--- src/rtl/filter_bank_ctrl.sv ---
// Controller for a bank of I/Q switched-cap filter channels: shared clock generation,
// quadrature LO, comparator feedback sampling, windowed hit counting and a count stream FIFO.
module filter_bank_ctrl #(
  parameter int NCH        = 4,
  parameter int DIV_W      = 8,
  parameter int CNT_W      = 10,
  parameter int FIFO_DEPTH = 8,
  localparam int CH_W      = (NCH > 1) ? $clog2(NCH) : 1,
  localparam int DW        = CH_W + CNT_W
) (
  input  logic             wb_clk_i,
  input  logic             wb_rst_i,
  input  logic             en_i,
  input  logic [DIV_W-1:0] div_i,
  input  logic [CNT_W-1:0] win_i,
  input  logic [NCH-1:0]   high_buf_i,
  input  logic [NCH-1:0]   phi1b_dig_i,
  output logic             cclk_o,
  output logic             div2_o,
  output logic [NCH-1:0]   lo_o,
  output logic [NCH-1:0]   fb1_o,
  output logic             m_valid_o,
  input  logic             m_ready_i,
  output logic [DW-1:0]    m_data_o,
  output logic             overflow_o
);

  localparam int AW = $clog2(FIFO_DEPTH);

  localparam logic [0:0] IDLE = 1'b0;
  localparam logic [0:0] DUMP = 1'b1;

  // Clock generation and window timing
  logic [DIV_W-1:0] dcnt;
  logic             cclk;
  logic             div2;
  logic [1:0]       q;
  logic [CNT_W-1:0] wcnt;
  logic [CNT_W-1:0] win_last;
  logic             cclk_rise;
  logic             win_end;

  // Per-channel sampling
  logic [NCH-1:0]   high_s1, high_s2;
  logic [NCH-1:0]   phi_s1, phi_s2, phi_s3;
  logic [NCH-1:0]   phi_edge;
  logic [NCH-1:0]   hit;
  logic [NCH-1:0]   fb1;
  logic [CNT_W-1:0] hits   [NCH];
  logic [CNT_W-1:0] shadow [NCH];

  // Dump FSM and output FIFO
  logic [0:0]       state;
  logic [CH_W-1:0]  idx;
  logic             overflow;
  logic [DW-1:0]    mem [FIFO_DEPTH];
  logic [AW-1:0]    wr_ptr, rd_ptr;
  logic [AW:0]      count;
  logic             full, empty, push, pop;
  logic [DW-1:0]    push_data;

  assign win_last  = (win_i == '0) ? '0 : win_i - 1'b1;
  assign cclk_rise = en_i && (dcnt == div_i) && !cclk;
  assign win_end   = cclk_rise && (wcnt == win_last);

  // NOTE: sequential state always uses non-blocking (<=) so every register samples
  // pre-edge values; blocking here would create order-dependent simulation races.
  always_ff @(posedge wb_clk_i) begin
    if (wb_rst_i || !en_i) begin
      dcnt <= '0;
      cclk <= 1'b0;
      div2 <= 1'b0;
      q    <= '0;
      wcnt <= '0;
    end else begin
      if (dcnt == div_i) begin
        dcnt <= '0;
        cclk <= ~cclk;
      end else begin
        dcnt <= dcnt + 1'b1;
      end
      if (cclk_rise) begin
        div2 <= ~div2;
        q    <= q + 2'd1;
        wcnt <= win_end ? '0 : wcnt + 1'b1;
      end
    end
  end

  // NOTE: every variable written in always_comb gets a value on every path,
  // otherwise synthesis infers a latch to hold the old value.
  always_comb begin
    lo_o = '0;
    for (int ch = 0; ch < NCH; ch++) begin
      // Odd (Q) channels lead the even (I) channels by one cclk period.
      lo_o[ch] = (ch % 2 == 1) ? (q[1] ^ q[0]) : q[1];
    end
  end

  always_ff @(posedge wb_clk_i) begin
    if (wb_rst_i) begin
      high_s1 <= '0;
      high_s2 <= '0;
      phi_s1  <= '0;
      phi_s2  <= '0;
      phi_s3  <= '0;
      fb1     <= '0;
    end else begin
      high_s1 <= high_buf_i;
      high_s2 <= high_s1;
      phi_s1  <= phi1b_dig_i;
      phi_s2  <= phi_s1;
      phi_s3  <= phi_s2;
      for (int ch = 0; ch < NCH; ch++) begin
        if (phi_edge[ch]) fb1[ch] <= high_s2[ch];
      end
    end
  end

  assign phi_edge = phi_s2 & ~phi_s3;
  assign hit      = phi_edge & high_s2;

  always_ff @(posedge wb_clk_i) begin
    if (wb_rst_i || !en_i) begin
      for (int ch = 0; ch < NCH; ch++) hits[ch] <= '0;
    end else begin
      for (int ch = 0; ch < NCH; ch++) begin
        if (win_end) begin
          // A hit landing on the window boundary belongs to the new window.
          hits[ch] <= CNT_W'(hit[ch]);
        end else if (hit[ch] && hits[ch] != '1) begin
          hits[ch] <= hits[ch] + 1'b1;
        end
      end
    end
  end

  assign full      = (count == (AW+1)'(FIFO_DEPTH));
  assign empty     = (count == '0);
  assign push      = (state == DUMP) && !full;
  assign pop       = m_valid_o && m_ready_i;
  assign push_data = {idx, shadow[idx]};

  always_ff @(posedge wb_clk_i) begin
    if (wb_rst_i) begin
      state    <= IDLE;
      idx      <= '0;
      overflow <= 1'b0;
      for (int ch = 0; ch < NCH; ch++) shadow[ch] <= '0;
    end else begin
      case (state)
        IDLE: begin
          if (win_end) begin
            for (int ch = 0; ch < NCH; ch++) shadow[ch] <= hits[ch];
            idx   <= '0;
            state <= DUMP;
          end
        end
        default: begin
          // The pending snapshot wins; a newer one is lost and flagged.
          if (win_end) overflow <= 1'b1;
          if (push) begin
            if (idx == CH_W'(NCH - 1)) state <= IDLE;
            else                       idx   <= idx + 1'b1;
          end
        end
      endcase
    end
  end

  // NOTE: the FIFO storage array is deliberately left without reset; only the
  // pointers and count are reset, and the head is meaningful only while valid.
  always_ff @(posedge wb_clk_i) begin
    if (push) mem[wr_ptr] <= push_data;
  end

  always_ff @(posedge wb_clk_i) begin
    if (wb_rst_i) begin
      wr_ptr <= '0;
      rd_ptr <= '0;
      count  <= '0;
    end else begin
      if (push) wr_ptr <= wr_ptr + 1'b1;
      if (pop)  rd_ptr <= rd_ptr + 1'b1;
      case ({push, pop})
        2'b10:   count <= count + 1'b1;
        2'b01:   count <= count - 1'b1;
        default: count <= count;
      endcase
    end
  end

  assign cclk_o     = cclk;
  assign div2_o     = div2;
  assign fb1_o      = fb1;
  assign m_valid_o  = !empty;
  assign m_data_o   = mem[rd_ptr];
  assign overflow_o = overflow;

endmodule
--- config.mk ---
export PLATFORM = sky130hd
export DESIGN_NAME = filter_bank_ctrl
export DESIGN_NICKNAME = d
export VERILOG_FILES = /design/src/rtl/filter_bank_ctrl.sv
export SDC_FILE = /design/constraint.sdc
export NUM_CORES = 1
export LEC_CHECK = 0
export ABC_AREA = 1
export CELL_PAD_IN_SITES_DETAIL_PLACEMENT = 1
export CELL_PAD_IN_SITES_GLOBAL_PLACEMENT = 1
export CORE_ASPECT_RATIO = 1.75
export CORE_MARGIN = 4
export CORE_UTILIZATION = 50
export CTS_CLUSTER_DIAMETER = 80
export DETAILED_ROUTE_END_ITERATION = 7
export GPL_ROUTABILITY_DRIVEN = 0
export PLACE_DENSITY = 0.92
export SYNTH_ARGS = -nofsm -noshare
export SYNTH_HDL_FRONTEND = slang
export SYNTH_SLANG_ARGS = --single-unit
--- constraint.sdc ---
create_clock -name wb_clk_i -period 9.67 [get_ports wb_clk_i]
set_input_delay 1.934 -clock wb_clk_i [delete_from_list [all_inputs] [get_ports wb_clk_i]]
set_output_delay 1.934 -clock wb_clk_i [all_outputs]
set_load 0.005 [all_outputs]
=== After elaboration in Yosys (flattened, before gate mapping) ===
Memories as Yosys holds them, arrays and structs flattened. A register that Yosys moved wholly into a read port is not among the register bits.
Index checks and enable logic that the tools add are counted.

* Reduce and logical (&&, ||, !) cells: 21
* Equality and inequality tests: 12
* Bitwise operators: 18
* Add/subtract/negate cells: 13
* Mux-type cells: 54

{| class="wikitable"
|+ Operator list
! kind !! count
|-
| $mux 10 || 14
|-
| $add 10x1->10 const B || 5
|-
| $ne 10x10->1 const B || 4
|-
| $mux 1 || 31
|-
| $mux 2 || 6
|-
| $or 1x1->1 || 12
|-
| $eq 10x10->1 || 1
|-
| $logic_not 10->1 || 1
|-
| $sub 10x1->10 const B || 1
|-
| $logic_and 1x1->1 || 9
|-
| $add 8x1->8 const B || 1
|-
| $and 4x4->4 || 2
|-
| $eq 8x8->1 || 1
|-
| $pmux 4 s2 || 1
|-
| $add 3x1->3 const B || 2
|-
| $mux 3 || 2
|-
| $add 2x1->2 const B || 2
|-
| $add 4x1->4 const B || 1
|-
| $eq 2x2->1 const B || 2
|-
| $eq 4x4->1 const B || 1
|-
| $logic_not 1->1 || 4
|-
| $logic_not 4->1 || 1
|-
| $not 4->4 || 1
|-
| $reduce_bool 2->1 || 2
|-
| other kinds (10) || 11
|}

* Bits in writable memories: 176
* Bits of input ports: 30
* Memories: 3
* Bits in registers: 60
* Output and inout port bits: 24

{| class="wikitable"
|+ Memories
! name !! depth !! width !! read ports !! clocked after Yosys merged registers in !! write ports !! RTL line !! source
|-
| mem || 8 || 12 || 1 || 1 || 1 || 56 || <nowiki>logic [DW-1:0] mem [FIFO_DEPTH];</nowiki>
|-
| hits || 4 || 10 || 4 || 0 || 4 || 49 || <nowiki>logic [CNT_W-1:0] hits [NCH];</nowiki>
|-
| shadow || 4 || 10 || 1 || 1 || 4 || 50 || <nowiki>logic [CNT_W-1:0] shadow [NCH];</nowiki>
|}

=== Depth between registers and ports, before layout ===
Gate-level depths: netlist of run 1.

* Depth in word-level cells: 9
* Depth in mapped cells: 16
* Depth with buffers taken out: 16

=== Worst setup path before layout of run 1 ===
No wires, ideal clock.

* Path type: in2reg
* Start: in win_i[0]
* End: mem shadow[0][0], enable pin
* Cell stages on the path: 13
* Arrival time: 4.178 ns
* Path slack: 5.094 ns
* Buffers on the path: 1
* Cells stage by stage: inv_1 ha_1 nand2_2 nor2_4 nand2_4 buf_6 nand3_1 nand2_1 nand2_2 nand3_2 nor2_4 nand4_1 nand2_1

{| class="wikitable"
|+ RTL lines
! element !! RTL line !! source
|-
| start: declaration || 15 || <nowiki>input logic [CNT_W-1:0] win_i,</nowiki>
|-
| end: declaration || 50 ||
|}

==> results.txt, run 1 <==
The run gives 201 MHz as the achievable clock frequency. The die is 203 um tall. Of all nets on the critical path, the largest fanout is 25. The horizontal extent of the die came out at 120 um.

Measured on the finished design, the core utilization comes to 58.2%. The total nets after synthesis is 1163. The worst vdd rail ir drop was 0.000125 V; the number of iterations in the first detailed-routing pass was 5. The run gives 24400 um^2 as the area of the die. The mean post-synth cell area came out at 9.75 um^2. During placement, the flow inserted port buffers numbering 53. The clock arrives with 0.0110 ns of skew.

Global routing used 2.55% of the available met3 tracks. The gate count after technology mapping is 1119. The starting utilization of the core area is 50.8%, and the total core area is 21500 um^2.

The tools report the boundary pin count as 54. The area share of and/or/nand/nor cells after synthesis works out to 20.4%. The post-synthesis compound-gate area fraction was 7.34%; the depth of the CTS H-tree was 1.

The synthesized netlist occupies a cell area of 10900 um^2. For this run, the number of Yosys warnings is 0. The setup total negative slack was 0 ns; the minimum clock period was 4.97 ns. The number of buffers created by CTS was 23; the met1 capacity usage during global routing was 23.6%. Summed over all layers, the routed wires come to 29.5 mm. After synthesis, the largest area contributor takes up 48.4% of total cell area.

The total of cells resized after clock tree synthesis was 0; the setup slack on the worst flop-to-flop path was 6.85 ns. Clock tree synthesis selected as its root buffer the cell clkbuf_16. Setup repair after global routing left no endpoint under its margin. Summed over all cells, the static leakage comes to 0.00462 uW. The tool flagged a number of max-cap violations equal to 0.

The CTS clock-pin slew for the worst setup and hold paths works out to 0.06 ns. The worst hold path terminates at high_s2[0]. In this run the most used layer during global routing was met2. TritonCTS built the clock tree.

After synthesis, the share of cell area in mux cells is 0%. In this run, post-CTS hold repair placed 0 buffers. Using the TritonRoute via totals, the vias-per-cell ratio works out to 5.45. The number of synthesized register bits is 241, and the worst-case clock buffer depth is 3.

The area of placed instances is 11700 um^2. The critical path required time was 7.74 ns. Clock latency on the worst-skew pair, taken at its later pin, is 0.50 ns.

The number of antenna violations at the first check in global routing is 0, and the buffer count from post-CTS setup fixing is 0. By area, the combinational part of the netlist is dominated by simple AND/OR/NAND/NOR gates. The endpoint identified for the worst register-to-register timing path is hits[0][1]. Along the worst hold path, the cell count comes to 2.

Data arrives at the worst endpoint at 3.03 ns. The startpoint identified for the worst register-to-register timing path is dcnt[2]. The final number of hold-violating endpoints came out at 0. The initial detailed-routing violation count came out at 580. The number of global-route vias before repair is 8892. The run finished with clean final reports. After floorplanning, the core was divided into 71 placement rows.

The tools report the count of placed standard cells including taps as 1443. The half-perimeter wire length after detailed placement was 20.6 mm. For this run, the number of standard cells in the final layout without fillers is 1484.

The post-synthesis adder-cell area fraction was 1.67%; the final global-route overflow total was 0. Summing the sequential cell areas from Yosys gives 60.3% of the chip area. For the final number of max-transition violations, the log shows 0. Setup violations remaining at the end of the flow were counted as 0. For the global-route total usage across every layer, the log shows 24.3%. The detail route stage leaves a number of antenna-violating nets equal to 0. The tools report the critical path endpoint category as an output pin. STA classifies the critical path startpoint as a register.

For met2 alone, demand over resource in global routing was 50.3%. Dividing the detail-routed wire length by the instance count gives 19.9 um. The launch point of the worst hold path was high_s1[0]. The category of the most critical setup path was reg2out. The worst slew margin relative to its limit was 23.7%; the net count reported at finish was 1220. Ranked by total cell area, the synthesized netlist is headed by edfxtp_1 (48%), dfxtp_1 (12%), nor2_1 (8.3%). The number of antenna diodes in the final layout is 0.

Cell accounting for the most synthesized area: edfxtp_1. Compared with the post-synthesis result, the final layout area differs by 14.6%. For this design the ratio of total power to cell area is 206 nW/um^2.

The count of distinct cell types in the synthesized netlist is 40, and the depth of the worst register-to-register path is 11. The worst hold path belongs to the class reg2reg. The tools report the total power consumption of the routed design as 2570 uW. Pin count of the biggest net entering global routing: 50. The logs give 241 for the total clock sinks and 46.7 mm for the global-route wire length before repair. The share of post-route cells with drive strength above 1 is 9.40%.

The post-route fraction of the period consumed by the critical path was 51.4%; the number of vias after detailed routing was 8085. In the routed design, unresolved DRC markers number 0. The cell area after layout was 12500 um^2. The XOR/XNOR share of the synthesized area is 3.85%. The slew at the pin closest to its max-slew limit came out at 1.14 ns.
## Yosys cell counts, drive strengths merged
cell and number:
nand4 9, nor3 20, o21ai 86, dfxtp 65, fa 1, edfxtp 176
a211oi 1, o21a 1, nor3b 3, o22ai 22, nand2 126, inv 136
xor2 33, a31oi 12, a21oi 27, buf 11, nand3b 2, nor4 4
xnor2 15, clkinv 1, nand3 46, o211ai 1, ha 13, nor2 285
clkbuf 23
## logic make-up (layout without fill, tap and decap cells)
logic type | Yosys count | in the layout
simple gates | 495 | 495
flops | 241 | 241
buf+inv | 171 | 244
compound gates | 150 | 150
xor+xnor | 48 | 48
fa+ha+maj | 14 | 14
## how the worst max path moves through the flow
stage,startpoint,end,slack [ns],cells past startpoint
floorplan,win_i[0],shadow[0][0],5.09,13
global placement,win_i[0],hits[3][7],4.78,17
detailed placement,win_i[0],hits[3][8],4.58,16
CTS,register,m_data_o[5],4.69,7
global route,register,m_data_o[5],4.51,8
finish,register,m_data_o[5],4.70,7
## worst max-delay path: stages, from the launching register on
cell and delay (ns):
dfxtp_1 0.31, buf_4 0.23, inv_1 0.65, o21ai_0 0.26
o22ai_1 0.22, nor2_1 0.09, a31oi_1 0.23, clkdlybuf4s50_1 0.54
## layout by cell type, fill, tap and decap left out, types with 2 or more instances in the layout
cell type        instances
a21oi_1                 27
a31oi_1                 12
buf_4                   13
clkbuf_1                 5
clkbuf_16               26
clkbuf_8                 7
clkdlybuf4s50_1         53
dfxtp_1                 65
edfxtp_1               176
ha_1                    13
inv_1                  134
nand2_1                121
nand2_2                  3
nand2_4                  2
nand3_1                 38
nand3_2                  5
nand3_4                  3
nand3b_1                 2
nand4_1                  8
nor2_1                 241
nor2_2                  41
nor2_4                   3
nor3_1                  19
nor3b_1                  2
nor4_1                   3
o21ai_0                 85
o22ai_1                 22
xnor2_1                 15
xor2_1                  33
## through the flow
step                      hold slack, ns  worst slack (ns)
after floorplan                    0.388              5.09
after global routing               0.420              4.51
after detailed placement           0.395              4.58
after global placement             0.390              4.78
after CTS                          0.404              4.69
final                              0.401              4.70
## flip-flops by register name (all words and copies together) (netlist names), 4 cells and up, named ones only
name	count
count	4
dcnt	8
fb1_o	4
high_s1	4
high_s2	4
hits	40
mem	96
phi_s1	4
phi_s2	4
phi_s3	4
shadow	40
wcnt	10
## power breakdown
part	switching (uW)	internal (uW)	total, uW
clock network	386	543	929
registers	20.2	1130	1150
logic	293	194	487
total	700	1870	2570
## routing by layer
layer	up-vias	share of wire (%)	routed length, um
met4	0	4.3	1280
met2	167	59	17400
met1	4021	34	10100
met3	77	2.6	754
met5	-	0	0
li1	3820	-	-
## final cells by class
class                           instances  area [um^2]
Clock buffer                           39          771
Inverter                              137          517
Tap cell                              292          365
Timing Repair Buffer                   66          628
Fill cell                            2408         8990
Clock inverter                          2         13.8
Multi-Input combinational cell        707         3630
Sequential cell                       241         6590
Power figures use the tool's default switching activity.
==> inputs of run 2 (changes only) <==
--- a/config.mk
+++ b/config.mk
@@ -10,11 +10,11 @@
 export CELL_PAD_IN_SITES_GLOBAL_PLACEMENT = 1
 export CORE_ASPECT_RATIO = 1.75
 export CORE_MARGIN = 4
-export CORE_UTILIZATION = 50
+export CORE_UTILIZATION = 47
 export CTS_CLUSTER_DIAMETER = 80
 export DETAILED_ROUTE_END_ITERATION = 7
 export GPL_ROUTABILITY_DRIVEN = 0
-export PLACE_DENSITY = 0.92
+export PLACE_DENSITY = 0.88
 export SYNTH_ARGS = -nofsm -noshare
 export SYNTH_HDL_FRONTEND = slang
 export SYNTH_SLANG_ARGS = --single-unit
==> constraint.sdc (replaced) <==
create_clock -name wb_clk_i -period 4.85 [get_ports wb_clk_i]
set_input_delay 0.97 -clock wb_clk_i [delete_from_list [all_inputs] [get_ports wb_clk_i]]
set_output_delay 0.97 -clock wb_clk_i [all_outputs]
set_load 0.005 [all_outputs]
==> run 2 against run 1 <==
  * Clock skew grew 0.0084 ns
  * Register-to-register slack worse by 4.8 ns
  * Critical path type unchanged
  * Largest power group unchanged
  * Sequential share of layout area rose by 0.13 points
  * Worst setup slack got worse by 3.7 ns
==> results.txt, run 2 (synthesis results as in run 1) <==
The flow ran to the end, and the final reports show no timing, DRC or antenna violations. The run gives 0 ns (unchanged) as the setup total negative slack. The final number of max-transition violations was 0 (unchanged); the share of post-route cells with drive strength above 1 was 9.30% (was 9.40%). Register ranked first by flip-flop count: mem (unchanged). The area growth from synthesis to layout is 14.3% (was 14.6%).

The run gives 22 (was 23) as the number of buffers created by CTS. Setup repair after global routing left no endpoint under its margin. The worst slew margin relative to its limit is 41.5% (was 23.7%). The net count reported at finish came out at 1221 (was 1220). The most common library cell in the layout ignoring fill and taps is nor2_1 (unchanged).

The power share of the sequential group is 46.6% (was 44.9%). Top library cells by usage in the layout, fill and taps aside: nor2_1 (241), edfxtp_1 (176), inv_1 (134), nand2_1 (121), o21ai_0 (85) (unchanged). The number of global-route vias before repair was 8574 (was 8892). The CTS clock-pin slew for the worst setup and hold paths is 0.06 ns (about the same). The half-perimeter wire length after detailed placement came out at 19.4 mm (was 20.6 mm). Startpoint type of the worst setup path: a register (unchanged). Number of fill cells: 2574 (was 2408). The run gives 0 (unchanged) as the quantity of hold-fixing buffers added after cts. The logs give 73 (was 71) for the number of placement rows and 241 (unchanged) for the total clock sinks.

The run gives 0 (unchanged) as the remaining number of nets flagged by the antenna check after routing. The area of the die came out at 25800 um^2 (was 24400 um^2). The run gives 0 (unchanged) as the final global-route overflow total.

The number of buffer cells added on primary ports was 53 (unchanged); the arrival time of data at the critical path endpoint was 2.87 ns (was 3.03 ns). The critical path required time came out at 3.88 ns (was 7.74 ns). The clock tree root buffer cell is clkbuf_16 (unchanged).

The total core area was 22800 um^2 (was 21500 um^2); the buffer count from post-CTS setup fixing was 0 (unchanged). The class of the tightest hold or removal check was reg2reg (unchanged). The power per unit of standard cell area came out at 401 nW/um^2 (was 206 nW/um^2).

The minimum clock period is 3.84 ns, and the global-route total usage across every layer is 21.1% (was 24.3%). For the number of iterations in the first detailed-routing pass, the log shows 5 (unchanged). The largest driver fanout on the critical path is 48 (was 25), and the combinational share of power is 18.4% (was 19.0%). For the initial detailed-routing violation count, the log shows 487 (was 580). The flip-flop count of the largest register, all copies and words added is 96 (unchanged), and the final worst-path setup slack is 1.01 ns (was 4.70 ns). The tools report the later-pin clock latency in the skew report as 0.51 ns (was 0.50 ns). The worst vdd rail ir drop came out at 0.000298 V (was 0.000125 V). The boundary pin count is 54 (unchanged), and the post-placement setup slack is 0.761 ns (was 4.58 ns). Category of the most critical setup path: reg2out (unchanged).

Net load switching power: 1350 uW (was 700 uW). The final-report setup violation count is 0 (unchanged). The maximum clock skew at final layout came out at 0.0194 ns (was 0.0110 ns). The routed wire length is 26.6 mm (was 29.5 mm).

The tools report the number of antenna diodes as 0 (unchanged). TritonCTS built the clock tree. The floorplan die height works out to 210 um (was 203 um).

For the clock network fraction of design power, the log shows 35.1% (was 36.1%). Number of max-cap violations: 0 (unchanged). The setup slack on the worst flop-to-flop path is 2.05 ns (was 6.85 ns), and the starting utilization of the core area is 47.8% (was 50.8%). Total internal power: 3660 uW (was 1870 uW).

Fraction of power spent switching nets: 26.9% (was 27.2%). The final number of hold-violating endpoints is 0 (unchanged). After layout, the worst path uses 79.2% of the clock period. The tools report the critical path endpoint category as an output pin (unchanged). The total of cells resized after clock tree synthesis was 0 (unchanged); the number of remaining DRC errors was 0 (unchanged).

The pin count of the biggest net entering global routing came out at 49 (was 50). The number of antenna violations at the first check in global routing is 0 (unchanged). The horizontal extent of the die was 123 um (was 120 um). Largest regs: mem: 96 flops, hits: 40 flops, shadow: 40 flops (unchanged). Based on the critical path, the design can be clocked at up to 260 MHz. Detailed-route wire length per cell: 17.8 um (was 19.9 um).

Slew at the pin closest to its max-slew limit: 0.876 ns (was 1.14 ns). The worst-case clock buffer depth came out at 3 (unchanged). The tools report the number of vias after detailed routing as 7898 (was 8085).

The depth of the CTS H-tree is 1 (unchanged). The global-route wire length before repair came out at 43.1 mm (was 46.7 mm). The detailed-route vias per instance is 5.29 (was 5.45).

The leakage component of the power is 0.00458 uW (was 0.00462 uW).
-- run 2: per-stage QoR --
stage	utilization (%)	total power, uW	hold slack, ns	instance area (um^2)	std cells
after detailed placement	51.5	3300	0.404	11800	1453
after global routing	54.6	5230	0.427	12500	1493
after global placement	51.5	3240	0.390	11800	1453
after floorplan	-	2900	0.388	10900	1119
after CTS	54.6	5050	0.410	12500	1493
final	54.6	5010	0.405	12500	1493
-- run 2: path summary, 6_finish.rpt --
kind                                 start     endpoint  depth (start not counted)
worst min-delay path            high_s1[1]   high_s2[1]                          2
worst max-delay path              register  m_data_o[8]                          7
worst max register to register     dcnt[2]   hits[3][5]                         12
worst min register to register  high_s1[1]   high_s2[1]                          2
-- run 2: per-layer routing --
layer  part of all wire (%)  routed length [um]  track usage [%]  up-vias
met5                      0                   0                0        -
met4                    4.8                1290             9.33        0
met3                    2.5                 675             2.08       70
met2                     57               15100             41.9      142
met1                     36                9500             21.2     3869
li1                       -                   -                -     3817
-- run 2: area by class of cell --
class | instances | area [um^2] | area share, %
clock buffer | 31 | 626 | 5.01
tap | 300 | 375 | 3.01
clock inverter | 9 | 103 | 0.822
timing repair buffer | 68 | 643 | 5.15
inverter | 137 | 517 | 4.14
multi-input combinational | 707 | 3630 | 29.1
sequential | 241 | 6590 | 52.8
-- run 2: critical path: stages, from the launching register on --
cell             delay [ns]
dfxtp_1                0.55
inv_1                  0.15
buf_4                  0.41
o21ai_0                0.18
o22ai_1                0.26
nor2_1                 0.09
a31oi_1                0.18
clkdlybuf4s50_1        0.52
-- run 2: power groups by stage --
stage	registers, uW	logic [uW]	clock network [uW]
after global routing	2340	1030	1860
final	2330	921	1760
after detailed placement	2380	925	0
after floorplan	2340	560	0
after global placement	2370	869	0
after CTS	2330	934	1780
==> RTL change, RTL diff (settings of run 2) <==
One comparison of `count` changes from == to >=.
--- a/src/rtl/filter_bank_ctrl.sv
+++ b/src/rtl/filter_bank_ctrl.sv
@@ -137,3 +137,3 @@
 
-  assign full      = (count == (AW+1)'(FIFO_DEPTH));
+  assign full      = (count >= (AW+1)'(FIFO_DEPTH));
   assign empty     = (count == '0);
Behaviour: no difference found for any inputs over 4 cycles, from zero or initial values and one cycle with wb_rst_i high; that may be too few to reach the edited logic, so the function may still have changed.
==> RTL change against run 2 <==
Synthesized area up 1.9%. Core utilization down 0.64 points. Combinational power down 12%. Sequential cell count unchanged. Die area up 1.8%. Synthesized cell count up 1.2%. Clock skew up 0.0049 ns. Highest routed layer unchanged. Worst setup slack worse by 0.16 ns. Routed wire length up 3.8%. Total power down 6.5%. Largest power group unchanged. Design area up 0.99%. Non-clock buffer count up 4.
==> RTL change: results (changes against run 2) <==
status: "complete, no violations"
totalWireLength_mm: 27.59  # +3.8%
nFlopsAndLatches: 241  # unchanged
buffers: 72  # +5.9%
via_per_inst: 5.300  # +0.19%
nClkBuffers: 27  # -13%
placement.cell_area_sq_um: 11980  # +1.9%
arrival_ns: 3.03  # +0.16 ns
cp_top_family: "flip-flops"
multi_input_area_sq_um: 3789  # +4.4%
syn_inst: 1132  # +1.2%
firstDrtPassIters: 4  # -1
synth-compound-area-share: 0.07848  # +0.005119
finalClockSkew_ns: 0.02425  # +0.004857 ns
grt_pass1_wl_mm: 44.28  # +2.7%
rr_worst_depth: 8  # -4
num-multi-input-gates: 713  # +0.85%
grt_usage: 0.2103  # -0.0002249
yosysUniqueCellTypes: 39  # -2.5%
synth_area_leaders: "edfxtp_1 (47%), dfxtp_1 (12%), nor2_1 (7.5%), inv_1 (4.6%), nand2_1 (4.6%)"
p_leak_uw: 0.004558  # -0.55%
buf_share: 0.05441  # +0.002869
grt_pass1_vias: 8951  # +4.4%
vdd.ir_drop.worst_mv: 0.2386  # -20%
taps: 304  # +1.3%
synth_adder_area_share: 0.01642  # -0.0003199
multi_input_area_share: 0.3006  # +0.009849
hpwl_mm: 20.43  # +5.2%
==> RTL change: cell count changes after synthesis, moves of 4 or more <==
cell | run 2 | this run
a21oi_1 | 27 | 31
buf_12 | 0 | 4
buf_6 | 6 | 1
inv_2 | 1 | 6
nand2_1 | 121 | 136
nand2_2 | 3 | 7
nor2_1 | 241 | 223
nor2_2 | 41 | 3
nor2_4 | 3 | 44
o21ai_0 | 85 | 93
xnor2_1 | 15 | 11
xor2_1 | 33 | 27
==> RTL change: how the worst max path moves through the flow <==
| stage | startpoint | to | slack, ns | cells past startpoint |
|---|---|---|---|---|
| after CTS | flop | m_data_o[2] | 0.83 | 6 |
| after floorplan | win_i[0] | shadow[0][0]$_SDFFCE_PN0P_ | 1.26 | 13 |
| after global routing | flop | m_data_o[11] | 0.66 | 6 |
| after global placement | win_i[0] | shadow[1][6]$_SDFFCE_PN0P_ | 0.93 | 15 |
| after detailed placement | win_i[0] | hits[3][2]$_SDFFCE_PN0P_ | 0.78 | 14 |
| final | flop | m_data_o[11] | 0.85 | 6 |
==> RTL change: per-layer routing <==
metal / routed length, um / global-route usage / vias to the layer above
li1: - / - / 3854
met4: 1614 / 0.1283 / 0
met3: 777 / 0.02171 / 77
met1: 8763 / 0.1871 / 3917
met2: 16430 / 0.4378 / 155
met5: 0 / 0 / -
==> RTL change: metrics by stage <==
step | worst slack (ns) | hold WS [ns] | power (uW)
after detailed placement | 0.7769 | 0.3985 | 3180
after floorplan | 1.257 | 0.3883 | 2826
final | 0.8518 | 0.4053 | 4682
after CTS | 0.8297 | 0.4075 | 4727
after global placement | 0.9335 | 0.3909 | 3133
after global routing | 0.6578 | 0.4243 | 4908
